--- config.mk ---
export PLATFORM = sky130hd
export DESIGN_NAME = load_register_file
export DESIGN_NICKNAME = d
export VERILOG_FILES = /design/src/rtl/load_register_file.sv
export SDC_FILE = /design/constraint.sdc
export NUM_CORES = 2
export LEC_CHECK = 0
export CORE_MARGIN = 2
export CORE_UTILIZATION = 60
export CTS_CLUSTER_SIZE = 20
export DETAILED_ROUTE_END_ITERATION = 8
export PLACE_DENSITY = 0.88
export SLEW_MARGIN = 10
export SYNTH_ARGS = -nofsm -noshare
export SYNTH_HDL_FRONTEND = slang
export SYNTH_SLANG_ARGS = --single-unit
--- constraint.sdc ---
create_clock -name CLK -period 5.08 [get_ports CLK]
set_clock_uncertainty 0.05 [all_clocks]
set_input_delay 0.508 -clock CLK [delete_from_list [all_inputs] [get_ports CLK]]
set_output_delay 0.508 -clock CLK [all_outputs]
set_load 0.005 [all_outputs]
--- src/rtl/load_register_file.sv ---
// rtl/load_register_file.sv - DEPTH x WIDTH register file, one write port, two combinational read ports.
// Optional same-cycle write-to-read forwarding is enabled by defining REGFILE_BYPASS_EN.
module load_register_file #(
  parameter int WIDTH  = 32,
  parameter int ADDR_W = 5
) (
  input  logic              CLK,
  input  logic              RST_N,
  input  logic              L,
  input  logic [ADDR_W-1:0] WA,
  input  logic [WIDTH-1:0]  D,
  input  logic [ADDR_W-1:0] RA1,
  input  logic [ADDR_W-1:0] RA2,
  output logic [WIDTH-1:0]  Q1,
  output logic [WIDTH-1:0]  Q2
);

  localparam int DEPTH = 1 << ADDR_W;

  logic [WIDTH-1:0] regs [DEPTH];
  logic             wr_en;

  assign wr_en = L && (WA != '0);

  // Entry 0 is only ever cleared by reset; reads of address 0 are forced to zero regardless.
  always_ff @(posedge CLK) begin
    if (!RST_N) begin
      for (int i = 0; i < DEPTH; i++) begin
        regs[i] <= '0;
      end
    end else if (wr_en) begin
      regs[WA] <= D;
    end
  end

  always_comb begin
    Q1 = '0;
    Q2 = '0;
    if (RA1 != '0) begin
      Q1 = regs[RA1];
    end
    if (RA2 != '0) begin
      Q2 = regs[RA2];
    end
`ifdef REGFILE_BYPASS_EN
    // Forward the pending write so readers see it before the edge commits it.
    if (RST_N && wr_en && (RA1 == WA)) begin
      Q1 = D;
    end
    if (RST_N && wr_en && (RA2 == WA)) begin
      Q2 = D;
    end
`endif
  end

endmodule

After elaboration in Yosys (flattened, before gate mapping)
Memory sizes are Yosys's and may differ from the RTL's.
Index checks and enable logic that the tools add are counted.
{ "totals": {"ff_bits": 0, "ramBits": 1024, "input_bits": 50, "rom_bits": 0, "latchBits": 0, "word_cells": 15, "n_memories": 1, "output_inout_bits": 64} }
{ "op_classes": {"n_mux": 9, "n_shift": 0, "n_reduce_logical": 5, "n_div": 0, "n_eq_ne": 0, "n_lt_le_gt_ge": 0, "bitwise_logic": 0, "mul": 0, "addsub": 0} }
{ "memory_table": {"columns": ["name", "words", "width", "rd", "rd_clocked_by_memory_dff", "write_ports", "line_no", "source"], "rows": [
  ["regs", 32, 32, 2, 0, 32, "20", "logic [WIDTH-1:0] regs [DEPTH];"]
]} }
{ "op_table": {"columns": ["operator", "count"], "rows": [
  ["$mux 32", 3],
  ["$reduce_or 32->1", 1],
  ["$reduce_bool 5->1", 3],
  ["$mux 1", 5],
  ["$mux 5", 1],
  ["$logic_and 1x1->1", 1]
]} }

Longest topological paths before layout
{ "depth": {"depth_word": 7, "depth_mapped": 9, "mapped_depth_nobuf": 4} }

Worst setup path before layout
OpenSTA, ideal clock, no wires.
{ "synth_path": {"kind": "input to register", "from": "input port RST_N", "to": "memory regs[24][0] (enable)", "stages": 5, "setup_time_ps": 466, "t_arrival_ps": 3578, "slack_ps": 986, "path_buffers": 2, "required_ps": 4564, "cell_sequence": "buf_2 > nand2_1 > or3_1 > clkbuf_1 > o21ai_0"} }
{ "synth_rtl": {"columns": ["element", "line_no", "source"], "rows": [
  ["start: declaration", "8", "input logic RST_N,"],
  ["end: declaration", "20", null]
]} }

Worst setup path after layout
{ "layout_path": {"from": "input port RA1[3]", "to": "output port Q1[12]"} }
{ "layout_via": {"elab_chain_len": 2, "elab_cells_between_ends": 3, "cone_classes": "mux: 1; reduce/logical: 1; memory: 1"} }
{ "layout_rtl": {"columns": ["element", "line_no", "source"], "rows": [
  ["start: declaration", "12", "input logic [ADDR_W-1:0] RA1,"],
  ["$mem_v2 32x32 / $reduce_bool 5->1 (equally long branches)", null, null],
  ["$mux 32 *", "39", "if (RA1 != '0) begin"],
  ["end: declaration", "14", "output logic [WIDTH-1:0] Q1,"]
]} }
Every way passes the cells marked *; elsewhere a longest branch is shown, timed or not.

==> key figures <==
Status
  – Run status: finished, final reports clean

Pwr
  – Total power consumption of the routed design: 19.69 mW
  – Leakage component of the power: 20.45 nW
  – Max rail drop VDD: 308.4 uV
  – Power density cells: 328.1 nW/um^2

Placement
  – Worst setup slack after placement: 0.6302 ns
  – Final estimated routing congestion in global placement: 0.9299
  – I/O Buffers: 113
  – Post-place instance area: 56960 sq um
  – Post-DP HPWL: 101400 um

STA
  – RSZ-0062 raised after global routing: no
  – Worst slew slack as a fraction of its limit: 12.08%
  – Final Hold Fails: 0
  – Transition time of the tightest slew-check pin: 1.315 ns
  – Final TNS setup: 0 ns
  – Crit path time final: 4.925 ns
  – Final WS setup: 0.1553 ns
  – Final number of max-transition violations: 0
  – Upper clock frequency limit: 203.1 MHz
  – Fin crit share: 96.94%
  – Final setup vio count: 0

Detailed routing
  – Number of DRC violations after detailed-routing iteration 0: 6496
  – Total wirelength of the detailed-routed design: 170000 um
  – Number of vias per cell after detailed routing: 7.531
  – First-pass detailed-route iteration total: 6
  – Post-route antenna net violation count: 0
  – Total vias in the final route: 35960
  – DR DRC count: 0
  – Wire length per cell after detailed routing: 35.60 um

Yosys
  – Area share of the largest cell type after synthesis: 56.70%
  – Largest area contributor in the netlist: sky130_fd_sc_hd__edfxtp_1
  – Sequential area share after synthesis: 56.70%
  – Leading register cell type out of synthesis: sky130_fd_sc_hd__edfxtp_1
  – Yosys reg bits: 1024
  – Distinct cells, synth: 45
  – EDFF count, synth: 1024
  – Mapped cell area: 54230 sq um
  – Avg Cell Area, Syn: 15.46 sq um
  – Ys async rst share: 0%
  – Cell types occupying the most area after synthesis: sky130_fd_sc_hd__edfxtp_1 57%, sky130_fd_sc_hd__mux4_2 20%, sky130_fd_sc_hd__and2_1 11%
  – Number of synthesis warnings: 0
  – Number of standard cells after synthesis: 3507

Global route
  – Total routing resource utilization after global routing: 36.62%
  – Global-route wire length before repair: 244800 um
  – Via count of the first global-routing pass: 36680
  – Number of antenna violations at the first check in global routing: 8
  – Gr ovfl total: 0
  – Pin count of the biggest net entering global routing: 68

Floorplan
  – Area of the core: 89740 sq um
  – Placement Rows: 110
  – Ports placed on the boundary: 114
  – Area of the die: 92810 sq um
  – Horizontal extent of the die: 304.6 um
  – Effective utilization at floorplan: 60.44%
  – Die height: 304.6 um

Final layout
  – Share of the core filled with cells in the final layout: 66.88%
  – Largest registers: regs: 1024 flops
  – Net count reported at finish: 3564
  – Share of final-layout standard cells stronger than drive strength 1: 24.13%
  – Largest reg by FF count: regs
  – Most frequent cells in the layout: 1024 x sky130_fd_sc_hd__edfxtp_1, 994 x sky130_fd_sc_hd__and2_1, 472 x sky130_fd_sc_hd__mux4_2
  – Synthesis-to-layout area growth: 10.67%
  – Post-route design area: 60020 sq um
  – Most common library cell in the layout ignoring fill and taps: sky130_fd_sc_hd__edfxtp_1
  – Max reg flops: 1024
  – Number of filler cells placed in the layout: 5671

Clock network
  – PostCTS Resize Cnt: 0
  – Sink Count: 1024
  – CTS tree: done
  – Hold bufs inserted after CTS: 0
  – Clk buf depth: 3
  – Cell at the root of the clock tree: sky130_fd_sc_hd__clkbuf_16
  – Clock buffers created by TritonCTS: 100
  – Post-CTS Setup Bufs: 0
  – Clock transition at the register clock pins on the worst setup and hold paths after CTS: 0.06 ns
  – H-tree depth: 3

Critical path
  – Kind of launch point of the worst setup path: input pin
  – Worst path required time: 4.52 ns
  – Type of the setup path with the least slack: in2out
  – Max Fanout on Critical Path: 23
  – Arrival time at the worst endpoint: 4.37 ns
  – Critical Path Sink Type: output port

Flow run
  – Number of violations of the max-capacitance limit: 0

Hold path
  – Hold Path Class: in2reg
cell usage after synthesis (2+ instances only):
library cell	count
sky130_fd_sc_hd__a32o_1	4
sky130_fd_sc_hd__and3_1	3
sky130_fd_sc_hd__or3_1	3
sky130_fd_sc_hd__nor4b_1	2
sky130_fd_sc_hd__buf_2	31
sky130_fd_sc_hd__nor2_1	37
sky130_fd_sc_hd__or3b_2	3
sky130_fd_sc_hd__nor3_1	54
sky130_fd_sc_hd__nand3b_1	5
sky130_fd_sc_hd__clkbuf_1	274
sky130_fd_sc_hd__a221oi_1	4
sky130_fd_sc_hd__inv_1	3
sky130_fd_sc_hd__nand3_1	5
sky130_fd_sc_hd__mux2_2	30
sky130_fd_sc_hd__buf_4	45
sky130_fd_sc_hd__nand4b_1	2
sky130_fd_sc_hd__buf_6	22
sky130_fd_sc_hd__a22o_1	51
sky130_fd_sc_hd__a21oi_1	12
sky130_fd_sc_hd__a2111oi_0	23
sky130_fd_sc_hd__nor4_1	5
sky130_fd_sc_hd__o21ai_0	35
sky130_fd_sc_hd__edfxtp_1	1024
sky130_fd_sc_hd__mux2i_1	150
sky130_fd_sc_hd__mux4_2	472
sky130_fd_sc_hd__and2_1	995
sky130_fd_sc_hd__a22oi_1	16
sky130_fd_sc_hd__a221o_1	2
sky130_fd_sc_hd__nand2_1	9
sky130_fd_sc_hd__o22ai_1	103
sky130_fd_sc_hd__nand2b_1	5
sky130_fd_sc_hd__buf_1	15
sky130_fd_sc_hd__a211oi_1	7
sky130_fd_sc_hd__a2111oi_1	32
sky130_fd_sc_hd__nor2b_1	14
through the flow:
| stage | hold slack, ns | std cells |
|---|---|---|
| after global placement | 1.271 | 4587 |
| after floorplan | 0.6562 | 3538 |
| final | 0.6312 | 4775 |
| after global routing | 0.6501 | 4774 |
| after CTS | 0.6096 | 4772 |
| after detailed placement | 1.298 | 4587 |
power breakdown:
part,switching [mW],internal (mW)
combinational,1.41,1.12
sequential,0.275,9.77
clock,3.26,3.86
cell type report:
| class | instances | area [sq um] | area share [%] |
|---|---|---|---|
| clock buffer | 127 | 2668 | 4.445 |
| timing repair buffer | 263 | 2507 | 4.178 |
| inverter | 3 | 11.26 | 0.01876 |
| sequential | 1024 | 30750 | 51.24 |
| clock inverter | 58 | 374.1 | 0.6233 |
| multi-input combinational | 2122 | 22230 | 37.04 |
| tap | 1176 | 1471 | 2.452 |
| antenna | 2 | 5.005 | 0.008339 |
per-layer routing:
| layer | vias to the layer above | part of all wire [%] | routed length, um | GRT usage, % |
|---|---|---|---|---|
| met5 | - | 0.036 | 61 | 0 |
| met4 | 10 | 7.7 | 13150 | 24.08 |
| met3 | 868 | 16 | 26890 | 10.60 |
| met2 | 3853 | 45 | 77150 | 55.76 |
| met1 | 17630 | 31 | 52720 | 46.26 |
| li1 | 13600 | - | - | - |
critical path, cell delays in order:
cell                              delay (ns)
sky130_fd_sc_hd__clkdlybuf4s50_1        0.54
sky130_fd_sc_hd__buf_4                  0.40
sky130_fd_sc_hd__or3_1                  0.32
sky130_fd_sc_hd__buf_4                  0.38
sky130_fd_sc_hd__o22ai_1                0.16
sky130_fd_sc_hd__a2111oi_1              1.15
sky130_fd_sc_hd__nor3_1                 0.34
sky130_fd_sc_hd__clkdlybuf4s50_1        0.55
final timing paths:
path              slack (ns)  depth (start not counted)                   endpoint    from
setup / recovery        0.16                          8                     Q1[12]  RA1[3]
hold / removal          0.63                          4  regs[27][4]$_SDFFCE_PN0P_   RST_N
cell families after synthesis:
kind of cell           count (synthesis)  share of synthesized area (%)
AOI/OAI and AO/OA                    290                          3.918
buffers and inverters                392                          3.410
DFF                                 1024                          56.70
muxes                                652                          22.99
other                                  1                       0.006915
and+or+nand+nor                     1148                          12.97
Power figures use the tool's default switching activity.
